File: src/rtl/stream_bucket_accumulator_pkg.sv
// Shared types and the requantisation helper for the bucket accumulator.
package sba_pkg;

    typedef enum logic [1:0] {LATENCY, ACCUM, DONE} state_t;

    // Keeps counter widths at least one bit when a dimension is 1.
    function automatic int max2(input int n);
        return (n < 2) ? 2 : n;
    endfunction

    // Works at a fixed 64-bit width; the caller narrows the result to its
    // own precision, so one function serves every parameterisation.
    function automatic logic signed [63:0] requant(
        input logic signed [63:0] value,
        input int                 shift,
        input bit                 saturate,
        input int                 prec
    );
        logic signed [63:0] v, hi, lo;
        v  = value >>> shift;
        hi = (64'sd1 <<< (prec - 1)) - 64'sd1;
        lo = -(64'sd1 <<< (prec - 1));
        if (saturate) begin
            if (v > hi) v = hi;
            else if (v < lo) v = lo;
        end
        return v;
    endfunction

endpackage

File: src/rtl/stream_bucket_accumulator_acc_requant.sv
// One accumulator element: arithmetic shift, then saturate or truncate.
module acc_requant
    import sba_pkg::*;
#(
    parameter int PRECISION      = 8,
    parameter int BIAS_PRECISION = 32,
    parameter int SHIFT          = 0,
    parameter int SATURATE       = 1
) (
    input  logic [BIAS_PRECISION-1:0] value,
    output logic [PRECISION-1:0]      q
);

    logic signed [63:0] wide;

    assign wide = 64'(signed'(value));
    assign q    = PRECISION'(requant(wide, SHIFT, SATURATE != 0, PRECISION));

endmodule

File: src/rtl/stream_bucket_accumulator.sv
// Streaming bucket accumulator: drops a latency prefix, sums beats round-robin
// into M buckets per lane over TEMP segments, and holds a requantised result.
module stream_bucket_accumulator
    import sba_pkg::*;
#(
    parameter int PRECISION       = 8,
    parameter int BIAS_PRECISION  = 32,
    parameter int NUM_FEATURES    = 1,
    parameter int M               = 6,
    parameter int TEMP            = 2,
    parameter int INITIAL_LATENCY = 4,
    parameter int SHIFT           = 0,
    parameter int SATURATE        = 1,
    parameter int CONTINUOUS      = 1
) (
    input  logic                                                  clk,
    input  logic                                                  rst,
    input  logic                                                  clr,
    input  logic                                                  ce,
    input  logic                                                  in_valid,
    output logic                                                  in_ready,
    input  logic [NUM_FEATURES-1:0][BIAS_PRECISION-1:0]           features,
    output logic                                                  out_valid,
    input  logic                                                  out_ready,
    output logic [NUM_FEATURES-1:0][M-1:0][PRECISION-1:0]         out,
    output logic                                                  window_done
);

    localparam int LW = $clog2(max2(INITIAL_LATENCY));
    localparam int BW = $clog2(max2(M));
    localparam int SW = $clog2(max2(TEMP));
    localparam logic [LW-1:0] LAT_LAST = LW'((INITIAL_LATENCY > 0) ? INITIAL_LATENCY - 1 : 0);
    localparam state_t RST_STATE = (INITIAL_LATENCY == 0) ? ACCUM : LATENCY;

    state_t                                               state;
    logic [LW-1:0]                                        lat_cnt;
    logic [BW-1:0]                                        bucket;
    logic [SW-1:0]                                        seg;
    logic [NUM_FEATURES-1:0][M-1:0][BIAS_PRECISION-1:0]   acc, sum;
    logic [NUM_FEATURES-1:0][M-1:0][PRECISION-1:0]        q, rev;
    logic                                                 last_beat, accept, load;

    assign last_beat = (state == ACCUM) && (bucket == BW'(M - 1)) && (seg == SW'(TEMP - 1));
    assign in_ready  = ce && (state != DONE) && !(last_beat && out_valid && !out_ready);
    assign accept    = ce && in_valid && in_ready;
    assign load      = accept && last_beat;

    // Only the current bucket picks up the beat, so sum doubles as the next
    // accumulator value and as the final-window value including the last beat.
    always_comb begin
        sum = acc;
        for (int i = 0; i < NUM_FEATURES; i++)
            for (int b = 0; b < M; b++)
                if (bucket == BW'(b))
                    sum[i][b] = acc[i][b] + features[i];
    end

    for (genvar i = 0; i < NUM_FEATURES; i++) begin : g_lane
        for (genvar b = 0; b < M; b++) begin : g_bucket
            acc_requant #(
                .PRECISION     (PRECISION),
                .BIAS_PRECISION(BIAS_PRECISION),
                .SHIFT         (SHIFT),
                .SATURATE      (SATURATE)
            ) u_rq (
                .value(sum[i][b]),
                .q    (q[i][b])
            );
        end
    end

    always_comb begin
        rev = '0;
        for (int i = 0; i < NUM_FEATURES; i++)
            for (int j = 0; j < M; j++)
                rev[i][j] = q[i][M-1-j];
    end

    always_ff @(posedge clk or posedge rst) begin
        if (rst) begin
            state       <= RST_STATE;
            lat_cnt     <= '0;
            bucket      <= '0;
            seg         <= '0;
            acc         <= '0;
            out         <= '0;
            out_valid   <= 1'b0;
            window_done <= 1'b0;
        end else if (clr) begin
            state       <= RST_STATE;
            lat_cnt     <= '0;
            bucket      <= '0;
            seg         <= '0;
            acc         <= '0;
            out         <= '0;
            out_valid   <= 1'b0;
            window_done <= 1'b0;
        end else begin
            window_done <= load;
            if (ce) begin
                if (out_valid && out_ready)
                    out_valid <= 1'b0;
                if (load) begin
                    out       <= rev;
                    out_valid <= 1'b1;
                end
                if (accept) begin
                    case (state)
                        LATENCY: begin
                            lat_cnt <= lat_cnt + 1'b1;
                            if (lat_cnt == LAT_LAST)
                                state <= ACCUM;
                        end
                        ACCUM: begin
                            if (last_beat) begin
                                acc    <= '0;
                                bucket <= '0;
                                seg    <= '0;
                                state  <= (CONTINUOUS != 0) ? ACCUM : DONE;
                            end else begin
                                acc <= sum;
                                if (bucket == BW'(M - 1)) begin
                                    bucket <= '0;
                                    seg    <= seg + 1'b1;
                                end else begin
                                    bucket <= bucket + 1'b1;
                                end
                            end
                        end
                        default: ;
                    endcase
                end
            end
        end
    end

endmodule

File: config.mk
export PLATFORM = sky130hd
export DESIGN_NAME = stream_bucket_accumulator
export DESIGN_NICKNAME = d
export VERILOG_FILES = /design/src/rtl/stream_bucket_accumulator_pkg.sv /design/src/rtl/stream_bucket_accumulator_acc_requant.sv /design/src/rtl/stream_bucket_accumulator.sv
export SDC_FILE = /design/constraint.sdc
export NUM_CORES = 1
export LEC_CHECK = 0
export BUFFER_PORTS_ARGS = -buffer_cell sky130_fd_sc_hd__buf_2
export CORE_MARGIN = 5
export CORE_UTILIZATION = 69
export DETAILED_ROUTE_END_ITERATION = 8
export PLACE_DENSITY = 0.88
export SETUP_SLACK_MARGIN = 0.5
export SLEW_MARGIN = 20
export SYNTH_ARGS = -nofsm -noshare
export SYNTH_HDL_FRONTEND = slang
export SYNTH_SLANG_ARGS = --single-unit
File: constraint.sdc
create_clock -name clk -period 16.6 [get_ports clk]
set_input_delay 0 -clock clk [delete_from_list [all_inputs] [get_ports clk]]
set_output_delay 0 -clock clk [all_outputs]
set_load 0.02 [all_outputs]
Word-level counts from Yosys, hierarchy flattened
Cells that the tools add are included.
- register bits: 250
- bits of input ports: 38
- output and inout port bits: 51
- logic and storage cells: 130
- add/subtract/negate cells: 9
- $lt $le $gt $ge: 12
- equal/unequal tests: 10
- mux-type cells: 53
- reduce and logical (&&, ||, !) cells: 28
- operators with widths (operator ; count):
    $mux 192 ; 5
    $add 32x32->32 ; 6
    $gt 32x8->1 const B ; 6
    $lt 32x8->1 const B ; 6
    $mux 32 ; 6
    $mux 48 ; 3
    $mux 8 ; 12
    $mux 2 ; 9
    $mux 3 ; 6
    $mux 1 ; 11
    $logic_and 1x1->1 ; 10
    $reduce_bool 2->1 ; 5
    $reduce_bool 3->1 ; 3
    $eq 3x2->1 const B ; 2
    $eq 3x3->1 const B ; 2
    $ne 3x3->1 const B ; 2
    $reduce_and 3->1 ; 2
    $reduce_and 5->1 ; 1
    $pmux 2 s2 ; 1
    $reduce_and 2->1 ; 2
    $reduce_and 4->1 ; 1
    $add 3x1->3 const B ; 1
    $eq 3x1->1 const B ; 1
    $logic_not 3->1 ; 1
    other kinds (7) ; 8

Logic depth before layout (Yosys ltp)
Gate-level depths: netlist (run 1).
- depth after elaboration: 12
- mapped depth: 15

Cells and area by module
Synthesis (run 1) repeated with hierarchy kept, for this count alone.
- cell total of the unflattened synthesis: 2623
- area, all modules: 21556.9 um2
- by module, submodules not included (module ; times used ; cells an instance ; area an instance (um2)):
    stream_bucket_accumulator ; 1 ; 2431 ; 20258.2
    acc_requant ; 6 ; 32 ; 216.5

Worst setup path after synthesis (run 1)
OpenSTA, ideal clock, no wires.
- path kind: reg-to-reg
- start point: register acc[160] (netlist name)
- end point: register out[1] (netlist name)
- library setup time: 0.087 ns
- arrival time: 4.189 ns
- required time: 16.513 ns
- slack: 12.324 ns
- cell stages (with the launch flop): 14
- path buffers: 0
- period minus slack after synthesis: 4.276 ns
- path through: dfrtp_1 ha_1 fa_1 a21o_1 a311o_1 a41o_1 a2111oi_0 xnor2_1 mux2i_1 or4_1 or3_1 o41ai_1 nand2_1 o211ai_1
- longest elaborated chain between the ends: 8
- RTL lines (element ; RTL line ; text):
    start, declared ; stream_bucket_accumulator.sv:39 ; logic [NUM_FEATURES-1:0][M-1:0][BIAS_PRECISION-1:0] acc, sum;
    start signal, assigned ; stream_bucket_accumulator.sv:121 ; acc <= sum;
    $add 32x32->32 ; stream_bucket_accumulator.sv:55 ; sum[i][b] = acc[i][b] + features[i];
    $mux 32 (*) ; stream_bucket_accumulator.sv:54 ; if (bucket == BW'(b))
    $lt 32x8->1 ; stream_bucket_accumulator_pkg.sv:25 ; else if (v < lo) v = lo;
    $mux 8 ; stream_bucket_accumulator_pkg.sv:25 ;
    $mux 8 (*) ; stream_bucket_accumulator_pkg.sv:24 ; if (v > hi) v = hi;
    $mux 48 (*) ; stream_bucket_accumulator.sv:103 ; if (load) begin
    $mux 48 (*) ; stream_bucket_accumulator.sv:100 ; if (ce) begin
    $mux 48 (*) ; stream_bucket_accumulator.sv:89 ; end else if (clr) begin
    end signal, assigned ; stream_bucket_accumulator.sv:104 ; out <= rev;
    end, declared ; stream_bucket_accumulator.sv:25 ; output logic [NUM_FEATURES-1:0][M-1:0][PRECISION-1:0] out,
Mark *: on every way between the ends. The rest lies on a longest branch, timed or not. The select of a mux whose other input is x is not followed.
A chain may end at the register's enable or synchronous reset.

Final worst setup path (run 1)
- start point: register bucket[0]
- end point: register out[27] (netlist name)
- longest elaborated chain between the ends: 11
- RTL lines (element ; RTL line ; text):
    start, declared ; stream_bucket_accumulator.sv:37 ; logic [BW-1:0] bucket;
    start signal, assigned ; stream_bucket_accumulator.sv:126 ; bucket <= bucket + 1'b1;
    branches (longest 11 deep; another with $lt 32x8->1) ; n/a ;
Parallel ways; which one is timed is not known. The select of a mux whose other input is x is not followed.

==> impl_metrics.csv, run 1 <==
group,metric,value,unit
synthesis,synthMuxAreaShare,2.73,%
route,totalWireLength,87000,um
clocking,postCtsSetupBuffers,0,
placement,gp_congestion,1.03,
floorplanning,die_w,196,um
route,drt_iter0_drc,3349,
sta,finClkSkew,0.0124,ns
worst_setup_path,cp.arrival,5.68,ns
power,p_leak,11.3,nW
route,via_per_inst,7.42,
floorplanning,die_h,196,um
global_routing,grt.total_usage,43.5,%
power,p_per_area,58.3,mW/mm^2
sta,finalHoldViolCount,0,
route,wire_per_inst,25.4,um
clocking,cts-root-buf,"clkbuf_16",
clocking,cts_sinks,249,
clocking,cts_tree,"yes",
global_routing,gr-total-overflow,0,
worst_setup_path,crit_path_start_kind,"flop",
synthesis,synth.distinct_cells,105,
finish,area_growth,6.50,%
synthesis,synth_warnings,0,
synthesis,synth_area_per_cell,8.06,sq um
clocking,clk_pin_slew_worst_paths,0.06,ns
worst_setup_path,required,17.09,ns
worst_setup_path,cp-end-kind,"flop",
worst_setup_path,crit_fanout,26,
worst_setup_path,path_class,"flop to flop",
synthesis,netlist_area,0.0238,sq mm
sta,period_share,31.2,%
sta,tightestPinTransition,1.05,ns
synthesis,synthAdderAreaFrac,10.4,%
synthesis,synth_xor_area_share,3.90,%
finish,nets,3175,
run_status,status,"complete, no violations",
global_routing,grt_pass1_wl,134000,um
sta,period_needed,5.19,ns
global_routing,grt_pass1_vias,23795,
floorplanning,initial_core_util,69.4,%
clocking,insertion_delay,0.59,ns
finish,final_cell_mix,"nand2_1 (390), o21ai_0 (254), dfrtp_1 (249)",
finish,final_common_cell,"nand2_1",
synthesis,syn_inst,2953,
sta,relSlewSlack,29.4,%
job,max-cap-violations,0,
sta,report.final.slew_viol_count,0,
power,ir_drop,0.0806,mV
global_routing,antenna_found_initial,3,
sta,finalSetupTns,0,ns
synthesis,synth_compound_area_share,31.5,%
finish,layout-drive-gt1-share,7.82,%
synthesis,synth_top_family_by_area,"compound AO/OA/AOI/OAI gates",
floorplanning,io_pins,89,
sta,setup_viol,0,
global_routing,grt_start_max_net_pins,124,
worst_setup_path,r2r_slack,11.41,ns
route,vias,25395,
synthesis,yosys.area_share.simple,21.4,%
clocking,htreeDepth,1,
power,power,1.48,mW
sta,max_freq,0.193,GHz
sta,rsz0062_at_grt,"false",
floorplanning,die-area,0.0383,sq mm
floorplanning,core_area,0.0343,sq mm
placement,dp_hpwl,60600,um
synthesis,synthFlopType,"dfrtp_1",
clocking,ctsHoldBuffers,9,
placement,place.port_buffers,88,
floorplanning,rows,68,
synthesis,synth_nets,3185,
route,drcViolationCount,0,
synthesis,synth_edf_count,0,
route,dr.pass1.iters,8,
clocking,cts_buffer_depth,3,
clocking,cts_made_buffers,30,
worst_hold_path,min_path_type,"input pin to flop",
synthesis,ys_ff_latch,249,
synthesis,async_reset_ff_share,100,%
route,ant_nets,0,
clocking,post_cts_resized,0,
synthesis,yosysSeqAreaShare,26.2,%
==> Yosys cell counts, types with 11 or more instances <==
master	number	area (sq um)
or3_1	30	188
nor2b_1	18	113
nand2_1	391	1470
a21boi_0	14	105
o211ai_1	37	278
a21oi_1	227	1140
and3_1	37	231
o31ai_1	24	180
nor4_1	25	156
a41oi_1	13	114
mux2_2	16	180
a211oi_1	40	300
a31oi_1	45	282
or4_1	16	120
xor2_1	33	289
mux2i_1	47	470
dfrtp_1	249	6230
o21a_1	44	330
ha_1	188	2350
o2111ai_1	16	140
and2_1	35	219
a2111oi_0	13	114
a221o_1	16	160
nand4_1	73	457
o21bai_1	28	210
nor2_1	180	676
a22o_1	98	858
nor3b_1	14	105
buf_1	11	41.3
o21ai_0	254	1270
and4_1	14	123
nand2b_1	24	150
a221oi_1	14	123
clkbuf_1	121	454
inv_1	48	180
nand3_1	82	410
a21o_1	69	518
xnor2_1	73	639
a211o_1	14	123
nor3_1	54	270
==> power by group <==
part           internal, mW  total [mW]  leakage (nW)  switching (mW)
clock                 0.393       0.687         0.478           0.294
combinational        0.0480       0.183          7.35           0.135
sequential            0.607       0.608          3.48        0.000340
total                  1.05        1.48          11.3           0.430
==> kinds of logic after synthesis <==
logic type / after synthesis
AOI/OAI and AO/OA: 1097
and+or+nand+nor: 1039
DFF: 249
buffers and inverters: 205
adders and majority gates: 194
xor gates and xnor gates: 106
muxes: 63
==> registers in the layout (all words and copies together) (netlist names) <==
name / cells
bucket: 3
seg: 1
window_done: 1
out_valid: 1
out: 48
state: 1
lat_cnt: 2
acc: 192
==> worst paths after layout <==
kind | from | to | cells past startpoint
setup / recovery | bucket[0]$_DFFE_PP0P_ | out[27]$_DFFE_PP0P_ | 12
hold / removal | features[0] | acc[96]$_DFFE_PP0P_ | 3
setup reg to reg | bucket[0]$_DFFE_PP0P_ | out[27]$_DFFE_PP0P_ | 12
hold reg to reg | out[9]$_DFFE_PP0P_ | out[9]$_DFFE_PP0P_ | 1
max in group asynchronous | rst | acc[37]$_DFFE_PP0P_ | 4
min in group asynchronous | rst | out[13]$_DFFE_PP0P_ | 3
==> routing by layer <==
layer  vias to the layer above  part of all wire, %  wire length [um]  global-route usage (%)
met3                       432                   13             11100                    12.4
met5                         -                0.045                39                       0
met2                      1730                   41             36100                    64.1
met4                         6                  8.2              7130                    27.5
met1                     11930                   38             32800                    56.4
li1                      11297                    -                 -                       -
==> metrics by stage <==
stage,cells,utilization [%],cell area (sq um),setup WS [ns],hold slack (ns)
after detailed placement,3357,70.7,24200,11.59,0.250
after global placement,3357,70.7,24200,11.76,0.247
after CTS,3420,73.9,25300,11.56,0.0817
after floorplan,2953,-,23800,9.76,0.119
after global routing,3420,73.9,25300,11.02,0.108
final,3422,73.9,25300,11.41,0.101
==> critical path: stages (launching register included) <==
cell	delay (ns)
dfrtp_1	0.62
and3b_1	0.25
nand2_1	0.16
nor3_4	0.88
nand2_1	0.57
inv_1	0.54
nand2_1	0.13
a211o_1	0.29
or4_1	0.50
a2111oi_0	0.34
and4_1	0.47
nor2_1	0.12
a22oi_1	0.21
==> final cells by class <==
| type | instances | area, sq um |
|---|---|---|
| Clock buffer | 39 | 856 |
| Tap cell | 455 | 569 |
| Multi-Input combinational cell | 2499 | 16700 |
| Inverter | 49 | 191 |
| Fill cell | 2670 | 8950 |
| Clock inverter | 15 | 144 |
| Sequential cell | 249 | 6230 |
| Timing Repair Buffer | 114 | 658 |
| Antenna cell | 2 | 5.00 |
Power figures use the tool's default switching activity.
==> inputs of run 2 (changes only) <==
--- a/config.mk
+++ b/config.mk
@@ -7,9 +7,9 @@
 export LEC_CHECK = 0
 export BUFFER_PORTS_ARGS = -buffer_cell sky130_fd_sc_hd__buf_2
 export CORE_MARGIN = 5
-export CORE_UTILIZATION = 69
+export CORE_UTILIZATION = 58
 export DETAILED_ROUTE_END_ITERATION = 8
-export PLACE_DENSITY = 0.88
+export PLACE_DENSITY = 0.78
 export SETUP_SLACK_MARGIN = 0.5
 export SLEW_MARGIN = 20
 export SYNTH_ARGS = -nofsm -noshare
==> constraint.sdc (replaced) <==
create_clock -name clk -period 4.57 [get_ports clk]
set_input_delay 0 -clock clk [delete_from_list [all_inputs] [get_ports clk]]
set_output_delay 0 -clock clk [all_outputs]
set_load 0.02 [all_outputs]
==> run 2 against run 1 <==
Clock-buffer cell count is 1 higher; final cell count is 4.5% higher; non-clock buffer count is 75 higher; combinational power grew to 3.8 times the previous value; clock skew is 0.021 ns higher.
==> impl_metrics.csv, run 2 (synthesized netlist as in run 1, its figures left out) <==
group,metric,value,unit
power,p_int,3.75,mW
placement,dp_hpwl,62600,um
power,p_leak,11.7,nW
global_routing,grt_start_max_net_pins,166,
sta,finClkSkew,0.0334,ns
global_routing,grt_pass1_wl,135000,um
floorplanning,initial_core_util,58.4,%
floorplanning,rows,74,
floorplanning,io_pins,89,
floorplanning,core_area,0.0407,sq mm
finish,layout.area.seq,0.00623,sq mm
finish,final_cell_mix,"nand2_1 (389), dfrtp_1 (249), o21ai_0 (245)",
sta,max_freq,0.243,GHz
placement,pre_cts_slack,-0.0905,ns
finish,nFillCells,3510,
global_routing,grt.total_usage,37.8,%
sta,tightestPinTransition,1.15,ns
placement,place.port_buffers,88,
finish,instances_no_fill,3575,
clocking,cts_sinks,249,
clocking,cts_made_buffers,30,
finish,largest_reg_flops,192,
power,p_comb_share,13.0,%
power,p_per_area,200,mW/mm^2
worst_setup_path,cp_top_family,"compound AO/OA/AOI/OAI gates",
power,sw_frac_of_total,29.6,%
finish,nets,3250,
global_routing,antenna_found_initial,2,
finish,multiInputGateArea,0.0172,sq mm
sta,fin_ws,0.448,ns
worst_setup_path,cp-end-kind,"flop",
floorplanning,die_w,213,um
global_routing,grt_pass1_vias,23975,
floorplanning,die_h,213,um
sta,report.final.slew_viol_count,0,
sta,relSlewSlack,23.6,%
worst_setup_path,crit_fanout,7,
worst_setup_path,path_class,"flop to flop",
global_routing,gr-total-overflow,0,
finish,layout-drive-gt1-share,12.7,%
power,p_switching,1.58,mW
power,pwr-share-seq,41.5,%
worst_setup_path,crit_path_start_kind,"flop",
finish,reg_top3,"acc x192, out x48, bucket x3",
worst_hold_path,min_path_type,"input pin to asynchronous set/reset pin",
clocking,cts_tree,"yes",
floorplanning,die-area,0.0452,sq mm
placement,dp_cells,3480,
placement,gp_congestion,1.02,
sta,rsz0062_at_grt,"true",
route,wire_per_inst,24.9,um
worst_setup_path,worst-path-buf-inv,2,
worst_setup_path,max_stage_delay,0.51,ns
route,vias,25273,
route,via_per_inst,7.07,
sta,finalSetupTns,0,ns
worst_setup_path,cp_slowest_cell,"or4_1",
worst_setup_path,reg2reg_depth,15,
clocking,cts-root-buf,"clkbuf_16",
clocking,cts_buffer_depth,3,
worst_setup_path,crit_chain,"ha_4, fa_2, a21o_1, a311o_1, a41o_1, buf_6, xnor2_2, o21ai_2, nand4_1, or4_1, or3_4, o41ai_4, buf_4, nand2_4, o211ai_1",
route,drcViolationCount,0,
worst_setup_path,path_depth,15,
sta,period_share,90.2,%
clocking,clk_pin_slew_worst_paths,0.06,ns
job,max-cap-violations,0,
clocking,htreeDepth,1,
route,totalWireLength,89000,um
finish,area_growth,11.8,%
sta,setup_viol,0,
worst_setup_path,required,5.06,ns
finish,final_common_cell,"nand2_1",
finish,regMostFlops,"acc",
sta,finalHoldViolCount,0,
sta,period_needed,4.12,ns
sta,hold_ws,0.0230,ns
power,ir_drop,0.280,mV
route,drt_iter0_drc,2628,
clocking,insertion_delay,0.61,ns
run_status,status,"complete, no violations",
route,dr.pass1.iters,8,
power,p_clk_share,45.5,%
route,ant_nets,0,
power,power,5.32,mW
worst_setup_path,cp.arrival,4.61,ns
==> run 2: cell types whose count changed in the layout (fill, tap and decap cells not counted), sizes merged <==
cell	delta
dlygate4sd3	+3
clkbuf	+1
inv	-1
buf	+72
bufinv	-1
clkinvlp	-1
clkinv	+3
==> run 2: per-stage QoR <==
step	util, %	area (sq um)
after floorplan	-	23800
after global placement	60.7	24700
after detailed placement	60.7	24700
after CTS	64.0	26100
after global routing	65.3	26600
final	65.3	26600
==> run 2: what timing repair did <==
action,4_1_cts,5_1_grt
hold buffers,12,0
setup buffers,9,17
hold endpoints to repair,34,0
pin swaps,16,32
endpoints found under the setup margin,44,44
resized for setup,38,82
==> run 2: worst paths after layout <==
path | slack (ns) | start | endpoint
max in group asynchronous | 3.05 | rst | acc[172]$_DFFE_PP0P_
hold reg to reg | 0.50 | out[47]$_DFFE_PP0P_ | out[47]$_DFFE_PP0P_
hold / removal | 0.02 | rst | acc[118]$_DFFE_PP0P_
setup reg to reg | 0.45 | acc[160]$_DFFE_PP0P_ | out[0]$_DFFE_PP0P_
setup / recovery | 0.45 | acc[160]$_DFFE_PP0P_ | out[0]$_DFFE_PP0P_
min in group clk | 0.07 | features[31] | acc[159]$_DFFE_PP0P_
==> run 2: power by group through the flow <==
stage,clock network [mW],logic (mW),registers (mW)
floorplan,0,0.411,2.25
global placement,0,0.635,2.25
detailed placement,0,0.646,2.25
CTS,2.44,0.659,2.21
global route,2.52,0.741,2.21
finish,2.42,0.692,2.21
==> run 2: final cells by class <==
| cell class | count | area share, % |
|---|---|---|
| Multi-Input combinational cell | 2499 | 64.8 |
| Sequential cell | 249 | 23.4 |
| Timing Repair Buffer | 189 | 4.84 |
| Clock buffer | 40 | 3.15 |
| Tap cell | 532 | 2.50 |
| Inverter | 49 | 0.706 |
| Clock inverter | 15 | 0.513 |
| Antenna cell | 2 | 0.0188 |
==> run 2: tightest hold or removal path, stage by stage <==
cell	delay (ns)
dlygate4sd3_1	0.53
buf_2	0.13
clkinvlp_4	0.42
==> run 2: metal layers <==
metal	track usage [%]	share of wire, %
met4	21.6	7.0
met1	50.2	39
met5	0	0
met2	57.5	43
met3	7.61	11
